===== src/rtl/decode_pkg.sv =====
`default_nettype none
// +----------------------------------------------------------------------+
// | decode_pkg                                                           |
// | Opcodes, instruction field positions and register-file sizing for    |
// | the 16-bit decode stage.                                             |
// | Revision: 1.0                                                        |
// +----------------------------------------------------------------------+
package decode_pkg;

    localparam int NREG      = 8;
    localparam int REG_IDX_W = 3;

    typedef logic [REG_IDX_W-1:0] reg_idx_t;
    typedef logic [2:0]           opcode_t;

    localparam opcode_t OP_LUI = 3'b011;
    localparam opcode_t OP_SW  = 3'b100;
    localparam opcode_t OP_LW  = 3'b101;
    localparam opcode_t OP_BR  = 3'b110;
    localparam opcode_t OP_SYS = 3'b111;

    localparam int OPC_LSB   = 13;
    localparam int RA_LSB    = 10;
    localparam int RB_LSB    = 7;
    localparam int RC_LSB    = 0;
    localparam int ALU_LSB   = 3;
    localparam int ALU_W     = 4;
    localparam int BR_LSB    = 7;
    localparam int BR_W      = 6;
    localparam int IMM7_W    = 7;
    localparam int IMM10_W   = 10;
    localparam int LUI_SHIFT = 6;

    function automatic reg_idx_t field_idx(input logic [15:0] instr, input int lsb);
        return instr[lsb +: REG_IDX_W];
    endfunction

endpackage
`default_nettype wire


===== src/rtl/decode_regfile.sv =====
`default_nettype none
// +----------------------------------------------------------------------+
// | decode_regfile                                                       |
// | NREG x XLEN register file, two combinational read ports, one write   |
// | port; r0 always reads zero.                                          |
// | Revision: 1.0                                                        |
// +----------------------------------------------------------------------+
module decode_regfile
    import decode_pkg::*;
#(
    parameter int XLEN = 16
) (
    input  logic            clk,
    input  logic            rst_n,
    input  logic            we_i,
    input  reg_idx_t        waddr_i,
    input  logic [XLEN-1:0] wdata_i,
    input  reg_idx_t        raddr1_i,
    input  reg_idx_t        raddr2_i,
    output logic [XLEN-1:0] rdata1_o,
    output logic [XLEN-1:0] rdata2_o
);

    logic [XLEN-1:0] regs_q [NREG];

    // Entry 0 is cleared by reset and never written, so it stays zero.
    always_ff @(posedge clk or negedge rst_n) begin
        if (!rst_n) begin
            for (int i = 0; i < NREG; i++) begin
                regs_q[i] <= '0;
            end
        end else if (we_i && (waddr_i != '0)) begin
            regs_q[waddr_i] <= wdata_i;
        end
    end

    assign rdata1_o = (raddr1_i == '0) ? '0 : regs_q[raddr1_i];
    assign rdata2_o = (raddr2_i == '0) ? '0 : regs_q[raddr2_i];

endmodule
`default_nettype wire


===== src/rtl/decode_stage_param.sv =====
`default_nettype none
// +----------------------------------------------------------------------+
// | decode_stage_param                                                   |
// | Decode stage: field decode, immediates, register file, multi-entry   |
// | load-use scoreboard and halt detection. Optional macro               |
// | DECODE_WB_BYPASS_EN forwards same-cycle writeback into operands.     |
// | Revision: 1.0                                                        |
// +----------------------------------------------------------------------+
module decode_stage_param
    import decode_pkg::*;
#(
    parameter int XLEN     = 16,
    parameter int PC_W     = 16,
    parameter int LOAD_LAT = 1
) (
    input  logic            clk,
    input  logic            rst_n,
    input  logic            flush,
    input  logic [15:0]     instr_in,
    input  logic            valid_in,
    input  logic [PC_W-1:0] pc_in,
    input  logic            wb_we,
    input  logic [2:0]      wb_tgt,
    input  logic [XLEN-1:0] wb_data,
    output logic            stall,
    output logic            valid_out,
    output logic [2:0]      opcode_out,
    output logic [2:0]      s_1_out,
    output logic [2:0]      s_2_out,
    output logic [2:0]      tgt_out,
    output logic [3:0]      alu_op_out,
    output logic [5:0]      branch_code_out,
    output logic [XLEN-1:0] imm_out,
    output logic [XLEN-1:0] d_1_out,
    output logic [XLEN-1:0] d_2_out,
    output logic [PC_W-1:0] pc_out,
    output logic            halt_out
);

    opcode_t         opcode;
    reg_idx_t        ra, rb, rc, s1, s2;
    logic [XLEN-1:0] imm_d, rd1, rd2, d1_d, d2_d;
    logic            hazard, issue, halt_d;
    reg_idx_t        tgt_d, sb_in_d;
    reg_idx_t        sb_q [LOAD_LAT];

    assign opcode = instr_in[OPC_LSB +: 3];
    assign ra     = field_idx(instr_in, RA_LSB);
    assign rb     = field_idx(instr_in, RB_LSB);
    assign rc     = field_idx(instr_in, RC_LSB);
    assign s1     = rb;
    assign s2     = (opcode == OP_SW) ? ra : rc;

    always_comb begin
        if (opcode == OP_LUI) begin
            imm_d = XLEN'({instr_in[IMM10_W-1:0], {LUI_SHIFT{1'b0}}});
        end else begin
            imm_d = XLEN'($signed(instr_in[IMM7_W-1:0]));
        end
    end

    // Both sources are compared whatever the opcode; conservative by design.
    always_comb begin
        hazard = 1'b0;
        for (int i = 0; i < LOAD_LAT; i++) begin
            if ((sb_q[i] != '0) && ((sb_q[i] == s1) || (sb_q[i] == s2))) begin
                hazard = 1'b1;
            end
        end
    end

    assign stall   = valid_in && hazard && !flush;
    assign issue   = valid_in && !flush && !stall;
    assign sb_in_d = (issue && (opcode == OP_LW) && (ra != '0)) ? ra : '0;
    assign tgt_d   = (!issue || (opcode == OP_SW) || (opcode == OP_BR)) ? '0 : ra;
    assign halt_d  = issue && (opcode == OP_SYS) && (instr_in[IMM7_W-1:0] != '0);

    always_ff @(posedge clk or negedge rst_n) begin
        if (!rst_n) begin
            for (int i = 0; i < LOAD_LAT; i++) begin
                sb_q[i] <= '0;
            end
        end else begin
            sb_q[0] <= sb_in_d;
            for (int i = 1; i < LOAD_LAT; i++) begin
                sb_q[i] <= sb_q[i-1];
            end
        end
    end

    decode_regfile #(
        .XLEN (XLEN)
    ) u_regfile (
        .clk      (clk),
        .rst_n    (rst_n),
        .we_i     (wb_we),
        .waddr_i  (wb_tgt),
        .wdata_i  (wb_data),
        .raddr1_i (s1),
        .raddr2_i (s2),
        .rdata1_o (rd1),
        .rdata2_o (rd2)
    );

`ifdef DECODE_WB_BYPASS_EN
    assign d1_d = (wb_we && (wb_tgt != '0) && (wb_tgt == s1)) ? wb_data : rd1;
    assign d2_d = (wb_we && (wb_tgt != '0) && (wb_tgt == s2)) ? wb_data : rd2;
`else
    assign d1_d = rd1;
    assign d2_d = rd2;
`endif

    always_ff @(posedge clk or negedge rst_n) begin
        if (!rst_n) begin
            valid_out       <= 1'b0;
            opcode_out      <= '0;
            s_1_out         <= '0;
            s_2_out         <= '0;
            tgt_out         <= '0;
            alu_op_out      <= '0;
            branch_code_out <= '0;
            imm_out         <= '0;
            d_1_out         <= '0;
            d_2_out         <= '0;
            pc_out          <= '0;
            halt_out        <= 1'b0;
        end else begin
            valid_out       <= issue;
            opcode_out      <= opcode;
            s_1_out         <= s1;
            s_2_out         <= s2;
            tgt_out         <= tgt_d;
            alu_op_out      <= instr_in[ALU_LSB +: ALU_W];
            branch_code_out <= instr_in[BR_LSB +: BR_W];
            imm_out         <= imm_d;
            d_1_out         <= d1_d;
            d_2_out         <= d2_d;
            pc_out          <= pc_in;
            halt_out        <= halt_d;
        end
    end

endmodule
`default_nettype wire


===== config.mk =====
export PLATFORM = sky130hd
export DESIGN_NAME = decode_stage_param
export DESIGN_NICKNAME = d
export VERILOG_FILES = /design/src/rtl/decode_pkg.sv /design/src/rtl/decode_regfile.sv /design/src/rtl/decode_stage_param.sv
export SDC_FILE = /design/constraint.sdc
export NUM_CORES = 1
export LEC_CHECK = 0
export CAP_MARGIN = 30
export CORE_MARGIN = 5
export CORE_UTILIZATION = 45
export DETAILED_ROUTE_END_ITERATION = 10
export DONT_BUFFER_PORTS = 1
export PLACE_DENSITY = 0.61
export SYNTH_ARGS = -nofsm -noshare
export SYNTH_HDL_FRONTEND = slang
export SYNTH_HIERARCHICAL = 1
export SYNTH_SLANG_ARGS = --single-unit

===== constraint.sdc =====
create_clock -name clk -period 2.1 [get_ports clk]
set_clock_uncertainty 0.2 [all_clocks]
set_input_delay 0.42 -clock clk [delete_from_list [all_inputs] [get_ports clk]]
set_output_delay 0.42 -clock clk [all_outputs]
set_load 0.01 [all_outputs]

# ---- After elaboration in Yosys (flattened, before gate mapping)
# Index checks and enable logic that the tools add are counted.
dict set report totals {
  register_bits 219
  latchBits 0
  mem_bits_rw 0
  rom_bits 0
  inputBits 56
  out_inout_bits 89
  word_cells 74
  n_memories 0
}
dict set report op_classes {
  addsub 0
  multipliers 0
  div_mod_pow 0
  order_cmp 4
  n_eq_ne 7
  shifts 0
  mux 16
  bitwise_logic 3
  reduce_logical 23
}
# op n
set ops {}
lappend ops {{bitwise mux 128 bit} 1}
lappend ops {{2-to-1 mux 16 bit} 8}
lappend ops {{binary-select mux 16 bit (select 3 bit)} 2}
lappend ops {{demux 16 bit (select 3 bit)} 1}
lappend ops {{equality test 3 bit (second input constant)} 4}
lappend ops {{greater-or-equal comparator 4 bit (second input constant)} 3}
lappend ops {{NOT 3 -> 4 bit} 3}
lappend ops {{logical AND 1 bit} 11}
lappend ops {{2-to-1 mux 3 bit} 3}
lappend ops {{nonzero test 3 bit} 3}
lappend ops {{nonzero test 7 bit} 1}
lappend ops {{equality test 3 bit} 2}
lappend ops {{logical NOT 3 bit} 2}
lappend ops {{less-than comparator 4 x 1 -> 1 bit (second input constant)} 1}
lappend ops {{equality test 3 x 2 -> 1 bit (second input constant)} 1}
lappend ops {{logical NOT 1 bit} 3}
lappend ops {{logical OR 1 bit} 3}
lappend ops {{2-to-1 mux 1 bit} 1}

# ---- Depth between registers and ports, before layout
# Gate-level depths: netlist of the first run.
dict set report depth {
  depth_word 14
  depth_mapped 8
  depth_no_buf 6
}

# ---- Hierarchy
# Netlist of the first run, hierarchy kept.
# mod instances cells_per_inst area_each_um2 seq_area_each_um2
set by_module_without_submodules {}
lappend by_module_without_submodules {decode_regfile 1 460 6264.8 2802.7}
lappend by_module_without_submodules {decode_stage_param 1 175 2765.2 2177.1}

# ---- Worst setup path after synthesis of the first run
# OpenSTA, ideal clock, no wires.
dict set report synth_path {
  kind {input to output}
  startpoint {input instr_in[13]}
  endpoint {output stall}
  arrival_ns 1.720
  required_time_ns 1.480
  path_slack_ns -0.240
  cell_stages 5
  n_path_buf 0
  path_cell_list {nor3b_4 > mux2i_1 > o211ai_4 > o21ai_1 > nor3b_1}
}
dict set report synth_between {
  elab_chain_len 8
}
# element line
set synth_lines {}
lappend synth_lines {{start: declaration} decode_stage_param.sv:19} ;# input logic [15:0] instr_in,
lappend synth_lines {{equality test 3 bit} decode_stage_param.sv:52} ;# assign s2 = (opcode == OP_SW) ? ra : rc;
lappend synth_lines {{2-to-1 mux 3 bit} decode_stage_param.sv:52}
lappend synth_lines {{equality test 3 bit} decode_stage_param.sv:66} ;# if ((sb_q[i] != '0) && ((sb_q[i] == s1) || (sb_q[i] == s2))) begin
lappend synth_lines {{logical OR 1 bit} decode_stage_param.sv:66}
lappend synth_lines {{logical AND 1 bit} decode_stage_param.sv:66}
lappend synth_lines {{2-to-1 mux 1 bit} decode_stage_param.sv:66}
lappend synth_lines {{logical AND 1 bit (2 in series)} decode_stage_param.sv:72} ;# assign stall = valid_in && hazard && !flush;
lappend synth_lines {{end: declaration} decode_stage_param.sv:25} ;# output logic stall,
# Every way passes these cells.

# ---- Worst setup path in the final report of the first run
dict set report layout_path {
  startpoint {register sb_q[0] (netlist name)}
  endpoint {output stall}
}
dict set report layout_between {
  elab_chain_len 6
  word_cells_on_any_way 8
  classes_between {2 x eq/ne; 1 x mux; 5 x reduce/logical}
}
# element line
set layout_lines {}
lappend layout_lines {{start: declaration} decode_stage_param.sv:45} ;# reg_idx_t sb_q [LOAD_LAT];
lappend layout_lines {{start signal: indexed assignment} decode_stage_param.sv:86} ;# sb_q[i] <= sb_q[i-1];
lappend layout_lines {{equality test 3 bit} decode_stage_param.sv:66}
lappend layout_lines {{logical OR 1 bit} decode_stage_param.sv:66}
lappend layout_lines {{logical AND 1 bit *} decode_stage_param.sv:66}
lappend layout_lines {{2-to-1 mux 1 bit *} decode_stage_param.sv:66}
lappend layout_lines {{logical AND 1 bit * (2 in series)} decode_stage_param.sv:72}
# Mark *: on every way between the ends. The rest lies on a longest branch, timed or not.

==> summary.md, run 1 <==
| Metric | Value |
|---|---|
| Area after DPL | 9482 sq um |
| Fraction of layout cells with a size suffix above 1 | 37.18% |
| Status | complete, but fails checks |
| Distinct cells, synth | 41 |
| Gate count after technology mapping | between 600 and 700 |
| Non-Filler Instances | 968 |
| Worst setup SP type | flip-flop |
| Overflow after GRT | 0 |
| Clk_lat worst skew | approximately 430 ps |
| Yosys reg bits | 199 |
| Mapped cell area | 9030 sq um |
| Cts hold-fix bufs | 48 |
| Largest stage delay on the critical path | 460 ps |
| Failing checks | hold timing, setup timing |
| CTS clk-pin slew, worst paths | 70 ps |
| Vias | between 5000 and 6000 |
| Initial DRC Count | approximately 350 |
| Worst setup margin | -279.1 ps |
| CP top delay family | simple AND/OR/NAND/NOR gates |
| Synth warnings | 6 |
| Fillers | 1585 |
| Initial antenna violation count | 1 |
| CP max stage cell | dfrtp_2 |
| Number of global-route vias before repair | 6171 |
| RSZ-0062 raised after global routing | yes |
| Pin count of the biggest net entering global routing | 200 |
| Die area | 23000 sq um |
| Max cap viols | 0 |
| First-pass GRT wire length | 35.82 mm |
| Max-slew headroom | between 50% and 60% |
| GPL Wtd Cong | between 0.7 and 0.8 |
| TNS Setup | -429.3 ps |
| HP Class | in -> async |
| Power density cells | 928.8 nW/um^2 |
| Slew @ Worst Pin | 684.6 ps |
| Clk buf depth | 2 |
| Leak | 4.602 nW |
| CTS Buf Count | 17 |
| Core Util, Final | 54.30% |
| CP endpoint kind | output port |
| CTS root buf | clkbuf_16 |
| DR vias/cell | roughly 6 |
| Die Wd | 151.7 microns |
| Chip Height | 151.7 microns |
| Commonest non-fill, non-tap cell in the layout | dfrtp_1 |
| Maximum vdd drop | 616.0 uV |
| Critical path buffers and inverters | 0 |
| IO buf count | 0 |
| Most frequent cells in the layout | 196 x dfrtp_1, 118 x mux2_2, 49 x mux2i_1, 48 x dlygate4sd3_1, 32 x buf_4 |
| Total GRT Usage | 20.60% |
| Dpl cells | between 800 and 900 |
| Post-route ant nets | 0 |
| Clock sinks | 199 |
| Endpoints failing setup | 5 |
| CP cell instances | xor2_2 > or3_4 > o21ai_2 > nor3b_4 |
| Crit path kind | reg -> out |
| Core ar. | 19590 sq um |
| Period minus WS final | 2379 ps |
| Final Hold Fails | just under 200 |
| H-tree Lvls | 4 |
| Crit path required time | approximately 1500 ps |
| Routed len/inst | 23.68 microns |
| Seq/Total Area, Yosys | 55.15% |
| Fmax | 0.4203 GHz |
| CP Max Fanout | 7 |
| # DRC | 0 |
| Dpl hpwl | 13.70 mm |
| Worst Path Arrival | 1760 ps |
| Area grow syn2layout | 17.81% |
| Nets@finish | approximately 750 |
| Design Area, Final | 10640 sq um |
| Post-Route WL | 22.92 mm |
| Syn_nets | 691 |
| Synth Area per Inst | about 14 sq um |
| Initial core utilization | 46.09% |
| CTS tree | done |
| I/O Pins | 145 |
| Hold_ws | -523.3 ps |
| Pins Over Slew Limit | 0 |
| Post-route clock period utilization | 113.3% |
| Pre-antenna DRT Iters | 4 |
| Core Rows | 51 |
## through the flow
step	power, W	setup WS, ps
global placement	0.006523	-145.9
CTS	0.009969	-309.7
floorplan	0.006283	-154.8
detailed placement	0.006612	-202.8
finish	0.009880	-279.1
global route	0.01034	-351.2
## kinds of logic after synthesis
logic type | after synthesis | synth area share, %
AO/OA/AOI/OAI | 103 | 9.561
XOR/XNOR | 3 | 0.2910
AND/OR/NAND/NOR | 78 | 5.986
flip-flops | 199 | 55.15
buffers and inverters | 55 | 4.268
multiplexers | 197 | 24.75
## registers in the layout (all words and copies together), names as in the netlist
| name | count |
|---|---|
| sb_q | 3 |
| opcode_out | 3 |
| alu_op_out | 3 |
| imm_out | 16 |
| s_2_out | 3 |
| tgt_out | 3 |
| d_1_out | 16 |
| pc_out | 16 |
| branch_code_out | 6 |
| valid_out | 1 |
| d_2_out | 16 |
| u_regfile/regs_q | 112 |
| halt_out | 1 |
## per-layer routing
metal | wire length, microns | vias to the layer above | global-route usage, %
met5 | 0 | - | 0
li1 | - | 2494 | -
met3 | 1115 | 35 | 4.878
met4 | 387 | 0 | 6.199
met1 | 9719 | 2981 | 26.06
met2 | 11700 | 160 | 35.24
## final timing paths
path / start / depth (start not counted) / slack (ps) / to
hold / removal: rst_n / 0 / -520 / pc_out[11]
hold reg to reg: u_regfile/regs_q[94] / 1 / 320 / u_regfile/regs_q[94]
min in group clk: valid_in / 2 / 20 / valid_out
setup / recovery: sb_q[0] / 4 / -280 / stall
max in group asynchronous: rst_n / 0 / 1920 / u_regfile/regs_q[16]
setup reg to reg: sb_q[0] / 7 / -50 / halt_out
## power breakdown
group	total, W	switching, W	internal, W
combinational	0.00164	0.000639	0.00100
clock	0.00319	0.00152	0.00167
sequential	0.00505	0.000564	0.00449
## Yosys cell counts, drive strengths merged
cell type / n / area [sq um]
a21oi: 3 / 15.01
and4bb: 2 / 25.02
nand4: 1 / 12.51
or4: 1 / 7.510
a311oi: 16 / 140.1
buf: 40 / 327.8
and2: 3 / 18.77
nand2: 11 / 43.80
nand4b: 3 / 71.32
o31ai: 1 / 7.510
a211oi: 16 / 120.1
or3: 2 / 12.51
inv: 2 / 7.510
nand2b: 6 / 37.54
dfrtp: 199 / 4980
a221oi: 49 / 446.7
nor4: 1 / 6.260
mux2: 147 / 1734
nand3: 3 / 15.01
o21ai: 6 / 30.02
xor2: 3 / 26.28
and3b: 1 / 8.760
clkbuf: 13 / 50.04
a21o: 11 / 82.58
nor2b: 31 / 193.9
nor2: 8 / 30.03
nor3b: 2 / 26.28
mux2i: 50 / 500.5
nor3: 3 / 31.28
o211ai: 1 / 21.27
## what timing repair did
| action | 4_1_cts | 5_1_grt |
|---|---|---|
| pin swaps | 1 | 8 |
| cloned | 0 | 0 |
| resized for setup | 5 | 3 |
| setup endpoints to repair | 1 | 5 |
| endpoints found under the hold margin | 378 | 199 |
| setup buffers | 4 | 1 |
## cell type report
| class | count | area (sq um) | area share, % |
|---|---|---|---|
| tap | 265 | 331.6 | 3.117 |
| timing repair buffer | 88 | 872.1 | 8.198 |
| multi-input combinational | 381 | 3867 | 36.36 |
| clock buffer | 18 | 429.2 | 4.034 |
| antenna | 1 | 2.502 | 0.02352 |
| inverter | 2 | 7.507 | 0.07057 |
| clock inverter | 14 | 143.9 | 1.353 |
| sequential | 199 | 4984 | 46.85 |
Power figures use the tool's default switching activity.
==> run 2: changes to the inputs <==
CAP_MARGIN = 20   (was 30)
==> run 2 against run 1 <==
  * The flow still finishes with violations (hold timing, setup timing)
  * Clock power hardly changed
  * Count of clock-buffer cells in the layout stayed put
  * Non-clock buffer count is 2 lower
  * Highest routed layer unchanged
  * Critical path depth did not move
  * Sequential share of layout area is 0.18 points higher
  * First-iteration DRC count is 8.7% higher
  * Critical endpoint unchanged
  * Fmax rose by 0.25%
  * Global-route usage unchanged
  * Setup slack improved by 6.0 ps
==> summary.md, run 2 (synthesis results as in run 1) <==
| Metric | Value |
|---|---|
| CTS tree | done (unchanged) |
| Dpl cells | 880 (unchanged) |
| Overflow after GRT | 0 (unchanged) |
| Pre-antenna DRT Iters | 5 (was 4) |
| Die area | 23000 sq um (unchanged) |
| I/O Pins | 145 (unchanged) |
| DR vias/cell | 5.812 (was 5.857) |
| RSZ-0062 raised after global routing | yes (unchanged) |
| Clk_lat worst skew | 430 ps (about the same) |
| Slew @ Worst Pin | 1185 ps (was 684.6 ps) |
| Crit path from | sb_q[0] (unchanged) |
| Pin count of the biggest net entering global routing | 200 (unchanged) |
| Area grow syn2layout | 17.36% (was 17.81%) |
| Failing checks | hold timing, setup timing (unchanged) |
| Fmax | 0.4214 GHz (was 0.4203 GHz) |
| Worst setup SP type | flip-flop (unchanged) |
| Post-Route WL | 22.91 mm (was 22.92 mm) |
| Vias | 5614 (was 5670) |
| GPL Wtd Cong | 0.7846 (unchanged) |
| Final Hold Fails | 199 (unchanged) |
| CP endpoint kind | output port (unchanged) |
| First-pass GRT wire length | 35.82 mm (unchanged) |
| IO buf count | 0 (unchanged) |
| Hold_ws | -520.1 ps (was -523.3 ps) |
| Pins Over Slew Limit | 0 (unchanged) |
| Clk buf depth | 2 (unchanged) |
| Clock sinks | 199 (unchanged) |
| Die Wd | 151.7 microns (unchanged) |
| Period minus WS final | 2373 ps (was 2379 ps) |
| Non-Filler Instances | 966 (was 968) |
| Initial DRC Count | 376 (was 346) |
| Max-slew headroom | 20.73% (was 54.21%) |
| Nets@finish | 743 (was 745) |
| Psw | 0.002718 W (about the same) |
| CTS Buf Count | 17 (unchanged) |
| Post-route ant nets | 0 (unchanged) |
| Worst setup margin | -273.1 ps (was -279.1 ps) |
| Endpoints failing setup | 5 (unchanged) |
| Clock network fraction of total power | 32.3% (about the same) |
| Top reg by flops | u_regfile/regs_q (unchanged) |
| Dpl hpwl | 13.70 mm (unchanged) |
| Fraction of layout cells with a size suffix above 1 | 37.00% (was 37.18%) |
| Number of global-route vias before repair | 6171 (unchanged) |
| Most frequent cells in the layout | 196 x dfrtp_1, 118 x mux2_2, 49 x mux2i_1, 48 x dlygate4sd3_1, 32 x buf_4 (unchanged) |
| CTS clk-pin slew, worst paths | 70 ps (about the same) |
| Core Rows | 51 (unchanged) |
| # DRC | 0 (unchanged) |
| Design Area, Final | 10600 sq um (was 10640 sq um) |
| Initial core utilization | 46.09% (unchanged) |
| CTS root buf | clkbuf_16 (unchanged) |
| Routed len/inst | 23.72 microns (was 23.68 microns) |
| Area after DPL | 9482 sq um (unchanged) |
| Chip Height | 151.7 microns (unchanged) |
| Pre-CTS setup slack | -202.8 ps (unchanged) |
| Crit path required time | 1480 ps (about the same) |
| Core ar. | 19590 sq um (unchanged) |
| Cts hold-fix bufs | 48 (unchanged) |
| Core Util, Final | 54.10% (was 54.30%) |
| Leak | 4.582 nW (was 4.602 nW) |
| Comb pwr share | 16.5% (was 16.6%) |
| Post-route clock period utilization | 113.0% (was 113.3%) |
| H-tree Lvls | 4 (unchanged) |
| Status | complete, but fails checks (unchanged) |
| Worst Path Arrival | 1750 ps (was 1760 ps) |
| Internal Pwr Total | 0.007157 W (was 0.007163 W) |
| CP Max Fanout | 7 (unchanged) |
| Sequential power share | 51.2% (was 51.1%) |
| Power density cells | 931.8 nW/um^2 (was 928.8 nW/um^2) |
| Max cap viols | 0 (unchanged) |
| Total GRT Usage | 20.60% (unchanged) |
| Initial antenna violation count | 1 (unchanged) |
| Sw Share | 27.52% (was 27.50%) |
| HP Class | in -> async (unchanged) |
| RR Startpoint | sb_q[0] (unchanged) |
| Commonest non-fill, non-tap cell in the layout | dfrtp_1 (unchanged) |
| Maximum vdd drop | 609.8 uV (was 616.0 uV) |
| Max FFs per register | 112 (unchanged) |
| Crit path kind | reg -> out (unchanged) |
==> run 2: changes by cell type in the layout (fill, tap and decap cells not counted), sizes merged <==
cell	delta
clkbuf	-1
buf	-1
==> run 2: timing repair <==
action	CTS	global route
setup buffers	4	1
endpoints found under the setup margin	1	5
pin swaps	1	8
endpoints found under the hold margin	378	199
cloned	0	0
resized for setup	5	3
==> run 2: layout make-up <==
| class | instances | area, sq um |
|---|---|---|
| diodes | 1 | 2.502 |
| clock buffers | 18 | 429.2 |
| clock inverters | 14 | 143.9 |
| fillers | 1590 | 8992 |
| inverters | 2 | 7.507 |
| multi-input cells | 381 | 3867 |
| flip-flops and latches | 199 | 4984 |
| well taps | 265 | 331.6 |
| repair buffers | 86 | 832.0 |
==> run 2: power by group through the flow <==
stage	registers (W)	clock network [W]	logic, W
after detailed placement	0.00511	0	0.00150
final	0.00505	0.00319	0.00163
after global placement	0.00508	0	0.00144
after CTS	0.00505	0.00329	0.00163
after floorplan	0.00495	0	0.00133
after global routing	0.00513	0.00343	0.00177
==> run 2: path summary, 6_finish.rpt <==
check	to	slack [ps]	depth (start not counted)
min reg2reg	u_regfile/regs_q[94]	320	1
min	u_regfile/regs_q[55]	-520	0
max reg2reg	halt_out	-50	7
min in group clk	valid_out	30	2
max in group asynchronous	u_regfile/regs_q[21]	1900	0
max	stall	-270	4
==> run 2: metrics by stage <==
stage	setup TNS (ps)	total power [W]
floorplan	-2164	0.006283
detailed placement	-2207	0.006612
finish	-407.3	0.009875
global route	-842.3	0.01033
CTS	-309.7	0.009969
global placement	-1843	0.006523
==> run 2: routing by layer <==
| layer | vias up | routed length, microns | GRT usage (%) |
|---|---|---|---|
| met5 | - | 0 | 0 |
| met4 | 0 | 395 | 6.199 |
| met3 | 33 | 1109 | 4.878 |
| met2 | 150 | 11720 | 35.24 |
| met1 | 2941 | 9684 | 26.06 |
| li1 | 2490 | - | - |
==> run 2: worst max-delay path: stages, from the launching register on <==
cell	delay (ps)
dfrtp_2	460
xor2_2	160
or3_4	380
o21ai_2	80
nor3b_4	250
